--- src/rtl/addr_fu_scheduler.sv ---
// Issue/writeback scheduler for the address adder and multiplier: A-register hazard
// blocking, single write-port slot reservation and write strobe timing.
module addr_fu_scheduler #(
    parameter int ADD_LAT = 2,
    parameter int MUL_LAT = 6,
    parameter int AREG_AW = 3
) (
    input  logic                  clk,
    input  logic                  rst_n,
    input  logic                  i_issue_valid,
    input  logic                  i_issue_op,
    input  logic [AREG_AW-1:0]    i_issue_dest,
    input  logic [AREG_AW-1:0]    i_issue_j,
    input  logic [AREG_AW-1:0]    i_issue_k,
    input  logic                  i_use_j,
    input  logic                  i_use_k,
    input  logic                  i_flush,
    output logic                  o_issue_ready,
    output logic                  o_wr_en,
    output logic                  o_wr_sel,
    output logic [AREG_AW-1:0]    o_wr_addr,
    output logic [2**AREG_AW-1:0] o_a_busy,
    output logic [3:0]            o_inflight
);
    localparam int NREG  = 2**AREG_AW;
    localparam int DEPTH = 15;

    // slot_*[d] describes the write that will be on o_wr_* d cycles from now.
    logic [DEPTH:1]     slot_v, slot_v_nxt;
    logic [DEPTH:1]     slot_sel, slot_sel_nxt;
    logic [AREG_AW-1:0] slot_dest     [DEPTH:1];
    logic [AREG_AW-1:0] slot_dest_nxt [DEPTH:1];

    logic [NREG-1:0]    busy_nxt;
    logic [3:0]         inflight_nxt;
    logic               wr_en_nxt;
    logic               wr_sel_nxt;
    logic [AREG_AW-1:0] wr_addr_nxt;
    logic [3:0]         lat;
    logic               accept;

    // Landing in slot[lat] before the shift means landing on o_wr_* exactly in cycle lat.
    always_comb begin
        lat           = i_issue_op ? 4'(MUL_LAT) : 4'(ADD_LAT);
        o_issue_ready = !i_flush
                        && !o_a_busy[i_issue_dest]
                        && !(i_use_j && o_a_busy[i_issue_j])
                        && !(i_use_k && o_a_busy[i_issue_k])
                        && !slot_v[lat];
        accept        = i_issue_valid && o_issue_ready;
    end

    // NOTE: every variable gets its default (the plain shift) before any conditional
    // override, so this block stays purely combinational with no inferred latches.
    always_comb begin
        for (int d = 1; d < DEPTH; d++) begin
            slot_v_nxt[d]    = slot_v[d+1];
            slot_sel_nxt[d]  = slot_sel[d+1];
            slot_dest_nxt[d] = slot_dest[d+1];
        end
        slot_v_nxt[DEPTH]    = 1'b0;
        slot_sel_nxt[DEPTH]  = 1'b0;
        slot_dest_nxt[DEPTH] = '0;

        wr_en_nxt    = slot_v[1];
        wr_sel_nxt   = slot_v[1] ? slot_sel[1]  : o_wr_sel;
        wr_addr_nxt  = slot_v[1] ? slot_dest[1] : o_wr_addr;

        busy_nxt     = o_a_busy;
        if (o_wr_en) begin
            busy_nxt[o_wr_addr] = 1'b0;
        end
        inflight_nxt = o_inflight + 4'(accept) - 4'(o_wr_en);

        if (accept) begin
            busy_nxt[i_issue_dest] = 1'b1;
            if (lat == 4'd1) begin
                wr_en_nxt   = 1'b1;
                wr_sel_nxt  = i_issue_op;
                wr_addr_nxt = i_issue_dest;
            end else begin
                slot_v_nxt[lat - 4'd1]    = 1'b1;
                slot_sel_nxt[lat - 4'd1]  = i_issue_op;
                slot_dest_nxt[lat - 4'd1] = i_issue_dest;
            end
        end

        // A write already on the port this cycle finishes; everything behind it is dropped.
        if (i_flush) begin
            slot_v_nxt   = '0;
            busy_nxt     = '0;
            inflight_nxt = '0;
            wr_en_nxt    = 1'b0;
            wr_sel_nxt   = o_wr_sel;
            wr_addr_nxt  = o_wr_addr;
        end
    end

    // NOTE: the slot table is a few flops rather than a RAM, so it resets with the rest.
    always_ff @(posedge clk or negedge rst_n) begin
        if (!rst_n) begin
            slot_v     <= '0;
            slot_sel   <= '0;
            slot_dest  <= '{default: '0};
            o_a_busy   <= '0;
            o_inflight <= '0;
            o_wr_en    <= 1'b0;
            o_wr_sel   <= 1'b0;
            o_wr_addr  <= '0;
        end else begin
            slot_v     <= slot_v_nxt;
            slot_sel   <= slot_sel_nxt;
            slot_dest  <= slot_dest_nxt;
            o_a_busy   <= busy_nxt;
            o_inflight <= inflight_nxt;
            o_wr_en    <= wr_en_nxt;
            o_wr_sel   <= wr_sel_nxt;
            o_wr_addr  <= wr_addr_nxt;
        end
    end

endmodule

--- config.mk ---
export PLATFORM = sky130hd
export DESIGN_NAME = addr_fu_scheduler
export DESIGN_NICKNAME = d
export VERILOG_FILES = /design/src/rtl/addr_fu_scheduler.sv
export SDC_FILE = /design/constraint.sdc
export NUM_CORES = 1
export LEC_CHECK = 0
export ABC_AREA = 1
export ABC_CLOCK_PERIOD_IN_PS = 4200
export CAP_MARGIN = 20
export CORE_ASPECT_RATIO = 1.4
export CORE_MARGIN = 1
export CORE_UTILIZATION = 29
export CTS_CLUSTER_DIAMETER = 120
export CTS_CLUSTER_SIZE = 12
export DETAILED_ROUTE_END_ITERATION = 10
export RECOVER_POWER = 100
export SYNTH_ARGS = -nofsm -noshare
export SYNTH_HDL_FRONTEND = slang
export SYNTH_SLANG_ARGS = --single-unit
--- constraint.sdc ---
create_clock -name clk -period 4.2 [get_ports clk]
set_input_delay 0.84 -clock clk [delete_from_list [all_inputs] [get_ports clk]]
set_output_delay 0.84 -clock clk [all_outputs]
set_load 0.1 [all_outputs]
==> results.json <==
{
  "die_height_um": 102.1,
  "placed_area_mm2": 0.002489,
  "async_flop_share_pct": 100.0,
  "r2r_cells": 12,
  "setup.worst_path.class": "in -> out",
  "grt_usage_pct": 14.27,
  "detailroute.via_count": 1729,
  "synth_area_leader_cell": "sky130_fd_sc_hd__dfrtp_1",
  "violations": "capacitance limit, slew limit",
  "report.final.setup_viol": 0,
  "synth-seq-area-share_pct": 50.63,
  "ant_nets": 0,
  "drc": 0,
  "critical_path.endpoint_type": "primary output",
  "fin_skew_ps": 8.466,
  "worst_hold_path_type": "reg -> reg",
  "fin_cells": 381,
  "cap_violations": 1,
  "worstPathArrival_ps": 3000,
  "path_clk_slew_ps": 90,
  "postSynthNetCount": 272,
  "mostFrequentLayoutCell": "sky130_fd_sc_hd__nand2_1",
  "ir_drop_mv": 0.1470,
  "die_w_um": 73.50,
  "static-leakage-power_nw": 1.310,
  "cp_max_fo": 11,
  "power-per-cell-area_mw_per_mm2": 404.5,
  "outcome": "complete, but fails checks",
  "floorplan.initialDensity_pct": 29.92,
  "layout-drive-gt1-share_pct": 5.245,
  "hpwl_detailed_um": 3507,
  "achievable-frequency_mhz": 260.3,
  "tritoncts_clock_tree": "yes",
  "htree_levels": 2,
  "nets": 306,
  "synthesis.area_mm2": 0.002076,
  "period_share_pct": 91.46,
  "mostFrequentLayoutCells": "sky130_fd_sc_hd__nand2_1, sky130_fd_sc_hd__inv_1, sky130_fd_sc_hd__dfrtp_1",
  "grt_start_max_net_pins": 43,
  "cts_setup_buffers": 0,
  "number_of_antenna_violations_at_the_first_check_in_global_routing": 0,
  "std_cell_rows": 36,
  "postCtsResizedCells": 0,
  "r2r-end": "o_inflight[2]",
  "avgRoutedWirePerCell_um": 12.48,
  "setup.worst_path.start_class": "input port",
  "yosysWarnings": 0,
  "grt_overflow": 0,
  "timing.final.hold_violations": 0,
  "buffer_ports.inserted": 33,
  "grt_first_pass_wirelength_um": 8024,
  "startpoint": "i_issue_dest[2]",
  "numCtsBuffers": 5,
  "grt_setup_unrepaired": "no",
  "min_path_cells": 0,
  "replace_congestion": 0.9056,
  "max_slew_margin_pct": -45.16,
  "via_count_of_the_first_global_routing_pass": 1716,
  "diodes": 0,
  "placedCellCount": 373,
  "synth.top_cell.area_share_pct": 50.63,
  "clock_latency_reported_for_the_late_side_of_the_worst_skew_pair_ps": 300,
  "post_synth.cell_area_avg_um2": 8.270,
  "detail_route.first_pass.iterations": 4,
  "die-area_mm2": 0.007505,
  "netlist_top_cells_area": "sky130_fd_sc_hd__dfrtp_1, sky130_fd_sc_hd__nand2_1, sky130_fd_sc_hd__inv_1, sky130_fd_sc_hd__nor2_1, sky130_fd_sc_hd__nand3_1",
  "synth_cells": 251,
  "cts_hold_buf": 0,
  "syn_to_final_growth_pct": 22.06,
  "regToRegStartpoint": "slot_v[2]",
  "design.portCount": 34,
  "synth_ff_type": "sky130_fd_sc_hd__dfrtp_1",
  "tightest_slew_ps": 2177,
  "min_to": "slot_dest[11]",
  "fillerInstances": 757,
  "avgViaCountPerCell": 4.538,
  "fin_hold_ws_ps": 344.7,
  "report.final.slew_viol_count": 43,
  "core_area_mm2": 0.006937,
  "min_from": "slot_dest[14]",
  "wl_um": 4754,
  "postSynthRegisterBits": 42,
  "synth_cell_type_count": 27,
  "drtIter0Drc": 129,
  "regToRegSetupSlack_ps": 1630,
  "numClockSinks": 42,
  "cts-root-to-sink-buffers": 2,
  "min_period_ps": 3841,
  "fin_setup_tns_ps": 0,
  "number_of_enable_type_register_cells_in_the_synthesized_netlist": 0,
  "power_mw": 1.025,
  "clock_tree.root_cell": "sky130_fd_sc_hd__clkbuf_8",
  "finalInstanceArea_mm2": 0.002534,
  "cp.required_ps": 3360
}
==> critical path, cell delays in order <==
cell                            delay, ps
sky130_fd_sc_hd__dlygate4sd3_1        810
sky130_fd_sc_hd__inv_1                180
sky130_fd_sc_hd__nand3_1              120
sky130_fd_sc_hd__nor2_1                50
sky130_fd_sc_hd__nor2_1               130
sky130_fd_sc_hd__nand3_1              110
sky130_fd_sc_hd__inv_1                120
sky130_fd_sc_hd__nand2_1               60
sky130_fd_sc_hd__nor2_1               110
sky130_fd_sc_hd__clkbuf_2             470
==> power breakdown <==
part | internal (mW) | switching [mW]
Sequential | 0.429 | 0.0176
Clock | 0.117 | 0.141
Combinational | 0.0767 | 0.242
==> routing by layer <==
metal / up-vias / global-route usage (%) / wire, um
li1: 855 / - / -
met1: 807 / 17.58 / 2045
met2: 59 / 23.71 / 2365
met3: 8 / 2.465 / 246
met4: 0 / 7.396 / 96
met5: - / 0 / 0
==> cell families after synthesis <==
kind of cell	Yosys count	share of synthesized area, %
xor gates and xnor gates	3	1.266
DFF	42	50.63
AOI/OAI and AO/OA	22	5.787
buffers and inverters	53	11.09
and+or+nand+nor	126	27.85
adders and majority gates	5	3.376
==> layout make-up <==
class	instances	area (um^2)	share of cell area (%)
clock inverter	2	13.76	0.5432
sequential	42	1051	41.48
inverter	45	173.9	6.864
tap	95	118.9	4.691
multi-input combinational	156	773.2	30.52
timing repair buffer	35	330.3	13.04
clock buffer	6	72.57	2.864
==> sequential cells by signal, indices dropped and copies added, names as in the netlist <==
signal      flops
o_wr_sel        1
slot_dest      15
o_wr_en         1
slot_v          5
o_wr_addr       3
o_a_busy        8
o_inflight      4
slot_sel        5
==> stage by stage <==
step	util [%]	setup WS (ps)
CTS	37.12	591.8
floorplan	-	550.9
detailed placement	35.88	346.7
global route	36.53	217.4
finish	36.53	358.6
global placement	35.88	470.6
==> Yosys cell counts, types with 2 or more instances <==
master	number
sky130_fd_sc_hd__xnor2_1	2
sky130_fd_sc_hd__inv_2	2
sky130_fd_sc_hd__nand4_1	11
sky130_fd_sc_hd__nand3_1	18
sky130_fd_sc_hd__inv_4	2
sky130_fd_sc_hd__buf_6	2
sky130_fd_sc_hd__o21ai_0	2
sky130_fd_sc_hd__nand2_1	56
sky130_fd_sc_hd__buf_2	3
sky130_fd_sc_hd__inv_1	41
sky130_fd_sc_hd__nor2_1	30
sky130_fd_sc_hd__nor3_1	3
sky130_fd_sc_hd__dfrtp_1	42
sky130_fd_sc_hd__a31oi_1	6
sky130_fd_sc_hd__a21oi_1	13
sky130_fd_sc_hd__ha_1	4
sky130_fd_sc_hd__nor2_2	3
sky130_fd_sc_hd__buf_4	2
==> worst max-delay path by stage <==
stage | end | slack, ps | depth (start not counted)
floorplan | o_issue_ready | 550 | 8
global placement | o_inflight[2] | 470 | 14
detailed placement | o_inflight[2] | 350 | 14
CTS | o_issue_ready | 590 | 10
global route | o_issue_ready | 220 | 10
finish | o_issue_ready | 360 | 10
No activity file was read; power rests on OpenSTA's default activity.
